### src/rtl/uart_pkg.sv
// Shared definitions for the memory-mapped UART transmitter: FSM states,
// register offsets and STATUS bit positions.
package uart_pkg;

  typedef enum logic [1:0] {
    StIdle,
    StStart,
    StData,
    StStop
  } uart_state_e;

  localparam logic [31:0] TXDATA_OFS = 32'h0000_0000;
  localparam logic [31:0] STATUS_OFS = 32'h0000_0004;

  localparam int unsigned STATUS_ACTIVE_BIT = 0;
  localparam int unsigned STATUS_FULL_BIT   = 1;
  localparam int unsigned STATUS_OVF_BIT    = 2;

endpackage

### src/rtl/baud_gen.sv
// Bit-period timer: counts CLKS_PER_BIT-1 down to 0 and flags the last cycle
// of each bit; restart realigns the period to the next cycle.
module baud_gen #(
  parameter int unsigned CLKS_PER_BIT = 104
) (
  input  logic clk,
  input  logic reset,
  input  logic restart,
  output logic tick
);

  localparam int unsigned CntW = (CLKS_PER_BIT > 1) ? $clog2(CLKS_PER_BIT) : 1;
  localparam logic [CntW-1:0] CntMax = CntW'(CLKS_PER_BIT - 1);

  logic [CntW-1:0] r_cnt;

  always_ff @(posedge clk) begin
    if (reset) begin
      r_cnt <= '0;
    end else if (restart || (r_cnt == '0)) begin
      r_cnt <= CntMax;
    end else begin
      r_cnt <= r_cnt - 1'b1;
    end
  end

  assign tick = (r_cnt == '0);

endmodule

### src/rtl/uart_tx_mmio.sv
// 8N1 UART transmitter behind two memory-mapped words (TXDATA, STATUS) with a
// one-entry holding buffer so consecutive frames go out back to back.
module uart_tx_mmio
  import uart_pkg::*;
#(
  parameter int unsigned CLKS_PER_BIT = 104,
  parameter logic [31:0] BASE_ADDR    = 32'hFFFF_FFD0
) (
  input  logic        clk,
  input  logic        reset,
  input  logic        dmem_wren,
  input  logic [31:0] dmem_address,
  input  logic [31:0] dmem_data_in,
  input  logic [2:0]  funct3,
  output logic [31:0] dmem_data_out,
  output logic        tx,
  output logic        busy
);

  uart_state_e r_state, w_state_d;
  logic [7:0]  r_shift, w_shift_d;
  logic [7:0]  r_buf, w_buf_d;
  logic [2:0]  r_idx, w_idx_d;
  logic        r_full, w_full_d;
  logic        r_ovf, w_ovf_d;
  logic [31:0] r_rdata;

  logic        w_tick, w_restart;
  logic        w_sel, w_sel_status, w_wr_tx, w_wr_st;
  logic        w_active, w_stop_end, w_buf_accept;
  logic [2:0]  w_status;
  logic        w_unused;

  baud_gen #(
    .CLKS_PER_BIT(CLKS_PER_BIT)
  ) u_baud_gen (
    .clk    (clk),
    .reset  (reset),
    .restart(w_restart),
    .tick   (w_tick)
  );

  assign w_sel        = (dmem_address[31:3] == BASE_ADDR[31:3]);
  assign w_sel_status = w_sel && (dmem_address[2] == STATUS_OFS[2]);
  assign w_wr_tx      = dmem_wren && w_sel && (dmem_address[2] == TXDATA_OFS[2]);
  assign w_wr_st      = dmem_wren && w_sel_status;
  assign w_active     = (r_state != StIdle);
  assign w_stop_end   = (r_state == StStop) && w_tick;

  // On the last stop cycle a full buffer drains into the shifter, freeing it
  // for the incoming byte; an empty one lets the byte bypass straight in.
  assign w_buf_accept = w_wr_tx && w_active && (r_full == w_stop_end);

  always_comb begin
    w_status                    = '0;
    w_status[STATUS_ACTIVE_BIT] = w_active;
    w_status[STATUS_FULL_BIT]   = r_full;
    w_status[STATUS_OVF_BIT]    = r_ovf;
  end

  always_comb begin
    w_state_d = r_state;
    w_shift_d = r_shift;
    w_idx_d   = r_idx;
    w_buf_d   = r_buf;
    w_full_d  = r_full;
    w_ovf_d   = r_ovf;
    w_restart = 1'b0;

    case (r_state)
      StIdle: begin
        if (w_wr_tx) begin
          w_state_d = StStart;
          w_shift_d = dmem_data_in[7:0];
          w_restart = 1'b1;
        end
      end
      StStart: begin
        if (w_tick) begin
          w_state_d = StData;
          w_idx_d   = '0;
        end
      end
      StData: begin
        if (w_tick) begin
          w_shift_d = {1'b0, r_shift[7:1]};
          w_idx_d   = r_idx + 3'd1;
          if (r_idx == 3'd7) begin
            w_state_d = StStop;
          end
        end
      end
      StStop: begin
        if (w_tick) begin
          if (r_full) begin
            w_state_d = StStart;
            w_shift_d = r_buf;
            w_full_d  = 1'b0;
          end else if (w_wr_tx) begin
            w_state_d = StStart;
            w_shift_d = dmem_data_in[7:0];
          end else begin
            w_state_d = StIdle;
          end
        end
      end
      default: w_state_d = StIdle;
    endcase

    if (w_buf_accept) begin
      w_buf_d  = dmem_data_in[7:0];
      w_full_d = 1'b1;
    end

    // A dropped byte sets overflow even if the same cycle asks to clear it.
    if (w_wr_st && dmem_data_in[STATUS_OVF_BIT]) begin
      w_ovf_d = 1'b0;
    end
    if (w_wr_tx && w_active && r_full && !w_stop_end) begin
      w_ovf_d = 1'b1;
    end
  end

  always_ff @(posedge clk) begin
    if (reset) begin
      r_state <= StIdle;
      r_shift <= '0;
      r_buf   <= '0;
      r_idx   <= '0;
      r_full  <= 1'b0;
      r_ovf   <= 1'b0;
      r_rdata <= '0;
    end else begin
      r_state <= w_state_d;
      r_shift <= w_shift_d;
      r_buf   <= w_buf_d;
      r_idx   <= w_idx_d;
      r_full  <= w_full_d;
      r_ovf   <= w_ovf_d;
      r_rdata <= w_sel_status ? {29'b0, w_status} : 32'b0;
    end
  end

  always_comb begin
    case (r_state)
      StStart: tx = 1'b0;
      StData:  tx = r_shift[0];
      default: tx = 1'b1;
    endcase
  end

  assign busy          = w_active || r_full;
  assign dmem_data_out = r_rdata;

  // Width code and low address/data bits do not affect byte stores.
  assign w_unused = ^{funct3, dmem_data_in[31:8], dmem_address[1:0]};

endmodule

### config.mk
export PLATFORM = sky130hd
export DESIGN_NAME = uart_tx_mmio
export DESIGN_NICKNAME = d
export VERILOG_FILES = /design/src/rtl/uart_pkg.sv /design/src/rtl/baud_gen.sv /design/src/rtl/uart_tx_mmio.sv
export SDC_FILE = /design/constraint.sdc
export NUM_CORES = 1
export LEC_CHECK = 0
export CAP_MARGIN = 25
export CORE_MARGIN = 2
export CORE_UTILIZATION = 37
export DETAILED_ROUTE_END_ITERATION = 16
export PLACE_DENSITY_LB_ADDON = 0.1
export SETUP_SLACK_MARGIN = 0.4
export SYNTH_ARGS = -nofsm -noshare
export SYNTH_HDL_FRONTEND = slang
export SYNTH_SLANG_ARGS = --single-unit
### constraint.sdc
create_clock -name clk -period 2 [get_ports clk]
set_input_delay 0.6 -clock clk [delete_from_list [all_inputs] [get_ports clk]]
set_output_delay 0.6 -clock clk [all_outputs]
set_load 0.01 [all_outputs]
==> flow_metrics.tcl, run 1 <==
set metrics [dict create \
    io_pins 104 \
    cts-root-buf "clkbuf_8" \
    hold_viol 0 \
    syn_area_per_cell_um2 8.51 \
    rsz0062_at_grt "yes" \
    route.detailed.drc 0 \
    drive_gt1_share_pct 41.3 \
    start_kind "register" \
    syn_area_um2 2100 \
    die_w_um 79.4 \
    grt.total_usage_pct 18.4 \
    grt_max_degree 17 \
    dieArea_um2 6300 \
    antenna_cells 0 \
    hp-class "reg -> reg" \
    drt_first_pass_iters 4 \
    netlist_top_cells_count "dfxtp_1 (33), buf_4 (31), nor2_1 (21)" \
    powerDensity_nw_per_um2 859 \
    place_congestion 0.780 \
    cap_viol_max_count 0 \
    ir_drop_v 0.000601 \
    fp.dieH_um 79.4 \
    fin_crit_ns 1.84 \
    synth_edf_count 0 \
    multi_input_area_um2 1600 \
    p_leak_nw 1.34 \
    fin_tns_setup_ns 0 \
    setup_viol 0 \
    area_delta_synth_final_pct 56.3 \
    port_buffers 45 \
    clkTransAtPathRegs_ns 0.08 \
    wl_per_cell_um 15.2 \
    fin_area_um2 3280 \
    netlist-cell-type-count 50 \
    drt_first_iter_violations 90 \
    crit_required_ns 2.23 \
    slew_viol_final 0 \
    synthFlopType "dfxtp_1" \
    post-place-cells 380 \
    cts_tree "built" \
    synth_top_area_cell "dfxtp_1" \
    crit_path_max_fanout 5 \
    synthArstFlopShare_pct 0 \
    critPathKind "reg -> reg" \
    holdWs_ns 0.432 \
    finalNetCount 412 \
    dp_hpwl_mm 3.99 \
    fin_cells 406 \
    ys_warn_count 0 \
    yosysMostFrequentCell "dfxtp_1" \
    start_util_pct 38.2 \
    via_per_inst 5.31 \
    drt.antenna.violating_nets 0 \
    wirelength_mm 6.18 \
    dpl_cell_area_um2 2720 \
    grt_pass1_vias 1868 \
    grt_pass1_wl_mm 9.12 \
    synthTopCellsByArea "dfxtp_1 (31%), buf_4 (11%), ha_1 (5.4%)" \
    cts_buffers 5 \
    core_area_um2 5510 \
    fin_util_pct 59.6 \
    clkSinkCount 33 \
    grt_overflow 0 \
    rows 27 \
    end_kind "register" \
    htree_levels 2 \
    clkLatencyLatePin_ns 0.29 \
    seq_area_frac_synth_pct 31.4 \
    synth_top_area_share_pct 31.4 \
    fmax_mhz 543 \
    regArea_um2 671 \
    vias 2156 \
    cts_buffer_depth 2 \
    critPathArrivalTime_ns 2.07 \
    ctsHoldBuffers 0 \
    fin_crit_sh_pct 92.1 \
    synth_cells 247 \
    n_fill_cell 484 \
    outcome "finished, final reports clean" \
    synth_seq_cells 33 \
    clock_skew_ns 0.00637 \
    antenna_found_initial 0 \
]
[worst paths after layout]
path | to | start | slack, ns | cells after the start
max | r_ovf | u_baud_gen.r_cnt[0] | 0.16 | 9
min | dmem_data_out[2] | r_ovf | 0.43 | 2
max reg2reg | r_ovf | u_baud_gen.r_cnt[0] | 0.16 | 9
min reg2reg | dmem_data_out[2] | r_ovf | 0.43 | 2
[cell families (layout without fill, tap and decap cells)]
group	Yosys count	after routing	share of synthesized area, %
and+or+nand+nor	76	78	22.3
xor gates and xnor gates	5	5	2.08
DFF	33	33	31.4
AOI/OAI and AO/OA	71	71	22.8
other	1	29	0.179
buffers and inverters	49	106	14.4
adders and majority gates	9	9	5.36
muxes	3	3	1.43
[report_power, final]
| group | leakage [nW] | internal [mW] | total (mW) | switching [mW] |
|---|---|---|---|---|
| clock | 0.0543 | 0.373 | 0.649 | 0.276 |
| sequential | 0.270 | 0.783 | 0.907 | 0.124 |
| combinational | 1.02 | 0.652 | 1.26 | 0.613 |
[sequential cells by signal, indices dropped and copies added (netlist names)]
register,count
dmem_data_out,3
r_ovf,1
r_idx,3
r_buf,8
r_full,1
r_state,2
u_baud_gen.r_cnt,7
r_shift,8
[critical path: stages, from the launching register on]
cell and delay [ns]:
dfxtp_2 0.34, inv_2 0.05, ha_4 0.15, nor4b_4 0.12, buf_4 0.14, and2_4 0.17, buf_4 0.13, a21o_1 0.19
or3_4 0.37, a21oi_2 0.13
[stage by stage]
step,setup slack (ns),power (mW)
global placement,-0.470,1.85
CTS,0.0240,2.61
floorplan,-0.0187,1.54
global route,0.0766,3.00
detailed placement,-0.504,1.85
finish,0.157,2.82
[layout make-up]
cell class,count,area share [%]
inverter,9,1.18
sequential,33,20.4
timing repair buffer,89,23.4
clock inverter,3,1.41
tap,72,2.74
multi-input combinational,195,48.7
clock buffer,5,2.10
[routing by layer]
metal	up-vias	track usage, %	share of wire, %
met1	1010	25.7	43
li1	1042	-	-
met2	95	28.2	47
met5	-	0	0
met4	0	6.21	1.6
met3	9	3.98	8.3
[layout by cell type (no fill, tap or decap), drive strengths merged, types with 7 or more instances in the layout]
master         count
clkbuf             8
dlygate4sd2       10
dfxtp             33
ha                 9
a21oi             20
o21ai              9
nand4             18
nor2              21
clkdlybuf4s50      9
a221oi             7
buf               61
inv                9
conb              29
o31ai              9
and3               9
[repair_timing]
item                       4_1_cts  5_1_grt
gates resized for setup        118       64
setup buffers                    9        7
gates cloned                     1        1
setup endpoints to repair       38       35
pin swaps                       35       26
No activity file was read; power rests on OpenSTA's default activity.
==> run 2, diff against run 1 <==
- clock period: 2 -> 1.55 ns (I/O delays scaled with it)
==> flow_metrics.tcl, run 2 (same netlist as run 1, synthesis figures left out) <==
set metrics [dict create \
    io_pins 104 \
    fp.dieH_um 79.4 \
    dpl_cell_area_um2 2850 \
    cts_buffer_depth 2 \
    hp-start "r_ovf" \
    final_cell_mix "buf_4 (46), conb_1 (29), dlygate4sd2_1 (28)" \
    hp-class "reg -> reg" \
    slowest_stage "dfxtp_2" \
    slew_viol_final 0 \
    max_stage_delay_ns 0.33 \
    outcome "finished with violations" \
    cts-root-buf "clkbuf_8" \
    violations "negative setup slack" \
    power_mw 3.64 \
    clkSinkCount 33 \
    fin_util_pct 60.0 \
    critPathArrivalTime_ns 1.98 \
    critPathKind "reg -> reg" \
    crit_required_ns 1.72 \
    antenna_found_initial 0 \
    cts_tree "built" \
    drt_first_iter_violations 151 \
    critical-path-top-delay-family "compound AO/OA/AOI/OAI gates" \
    clock_skew_ns 0.00861 \
    layout_commonest_cell "buf_4" \
    n_fill_cell 502 \
    via_per_inst 5.23 \
    area_delta_synth_final_pct 57.3 \
    top_regs "r_buf: 8 flops, r_shift: 8 flops, u_baud_gen.r_cnt: 7 flops" \
    end_kind "register" \
    grt_pass1_vias 2050 \
    post-place-cells 392 \
    dieArea_um2 6300 \
    wl_per_cell_um 14.2 \
    place_congestion 0.775 \
    grt_overflow 0 \
    drt_first_pass_iters 4 \
    fin_tns_setup_ns -4.89 \
    crit_path_start "u_baud_gen.r_cnt[1]" \
    drive_gt1_share_pct 36.6 \
    die_w_um 79.4 \
    htree_levels 2 \
    fin_crit_sh_pct 116 \
    antenna_cells 0 \
    critical_path.cell_chain "inv_2, ha_4, nor4b_4, buf_4, buf_4, a31oi_4, nor2b_4, buf_4, o31ai_2, a21oi_1" \
    powerDensity_nw_per_um2 1100 \
    clkLatencyLatePin_ns 0.29 \
    cp_num_buf_inv 4 \
    ir_drop_v 0.000645 \
    cap_viol_max_count 0 \
    grt_pass1_wl_mm 9.32 \
    grt.total_usage_pct 18.6 \
    port_buffers 45 \
    wirelength_mm 5.91 \
    start_kind "register" \
    drt.antenna.violating_nets 0 \
    core_area_um2 5510 \
    grt_max_degree 18 \
    start_util_pct 38.2 \
    rows 27 \
    regArea_um2 668 \
    fin_ws_ns -0.255 \
    fin_crit_ns 1.80 \
    clkTransAtPathRegs_ns 0.07 \
    fin_area_um2 3300 \
    fin_cells 416 \
    dp_hpwl_mm 4.04 \
    crit_path_max_fanout 4 \
    setup_viol 29 \
    rsz0062_at_grt "yes" \
    finalNetCount 422 \
    route.detailed.drc 0 \
    multi_input_area_um2 1570 \
    p_leak_nw 1.40 \
    fmax_mhz 554 \
    vias 2174 \
    cts_buffers 5 \
    r2r-start "u_baud_gen.r_cnt[1]" \
    hold_viol 0 \
    path_common_cell "buf_4" \
]
[run 2: layout make-up]
cell class              count  share of cell area [%]
clock buffers               7                    2.92
clock inverters             1                   0.151
inverters                   9                    1.02
multi-input cells         195                    47.4
flip-flops and latches     33                    20.2
well taps                  72                    2.73
repair buffers             99                    25.6
[run 2: where the power goes]
part	leakage, nW	internal, mW	switching, mW	total [mW]
sequential	0.270	1.01	0.126	1.14
combinational	1.07	0.942	0.836	1.78
clock	0.0542	0.401	0.325	0.727
total	1.40	2.35	1.29	3.64
[run 2: worst paths after layout]
path                           end  slack, ns  cells past startpoint
setup / recovery          r_buf[2]      -0.25                     10
hold / removal    dmem_data_out[2]       0.43                      2
setup reg to reg          r_buf[2]      -0.25                     10
hold reg to reg   dmem_data_out[2]       0.43                      2
[run 2: timing repair]
action	in CTS	in global routing
setup endpoints to repair	38	38
gates cloned	1	1
setup buffers	6	8
gates resized for setup	97	30
hold buffers	0	0
pin swaps	28	29
[run 2: through the flow]
stage,hold slack (ns),setup WS [ns]
6_report,0.435,-0.255
3_5_place_dp,0.434,-0.802
3_3_place_gp,0.442,-0.765
2_1_floorplan,0.407,-0.334
4_1_cts,0.445,-0.264
5_1_grt,0.461,-0.358
[run 2: tightest hold or removal path: cells and delay by family (launching register included)]
kind | cells | cell delay (ns)
flops | 1 | 0.31
buf+inv | 1 | 0.05
simple gates | 1 | 0.04
[run 2: routing by layer]
metal / GRT usage, % / part of all wire, %
met1: 24.0 / 45
met2: 30.6 / 47
met3: 3.86 / 6.1
met4: 6.72 / 1.7
met5: 0 / 0
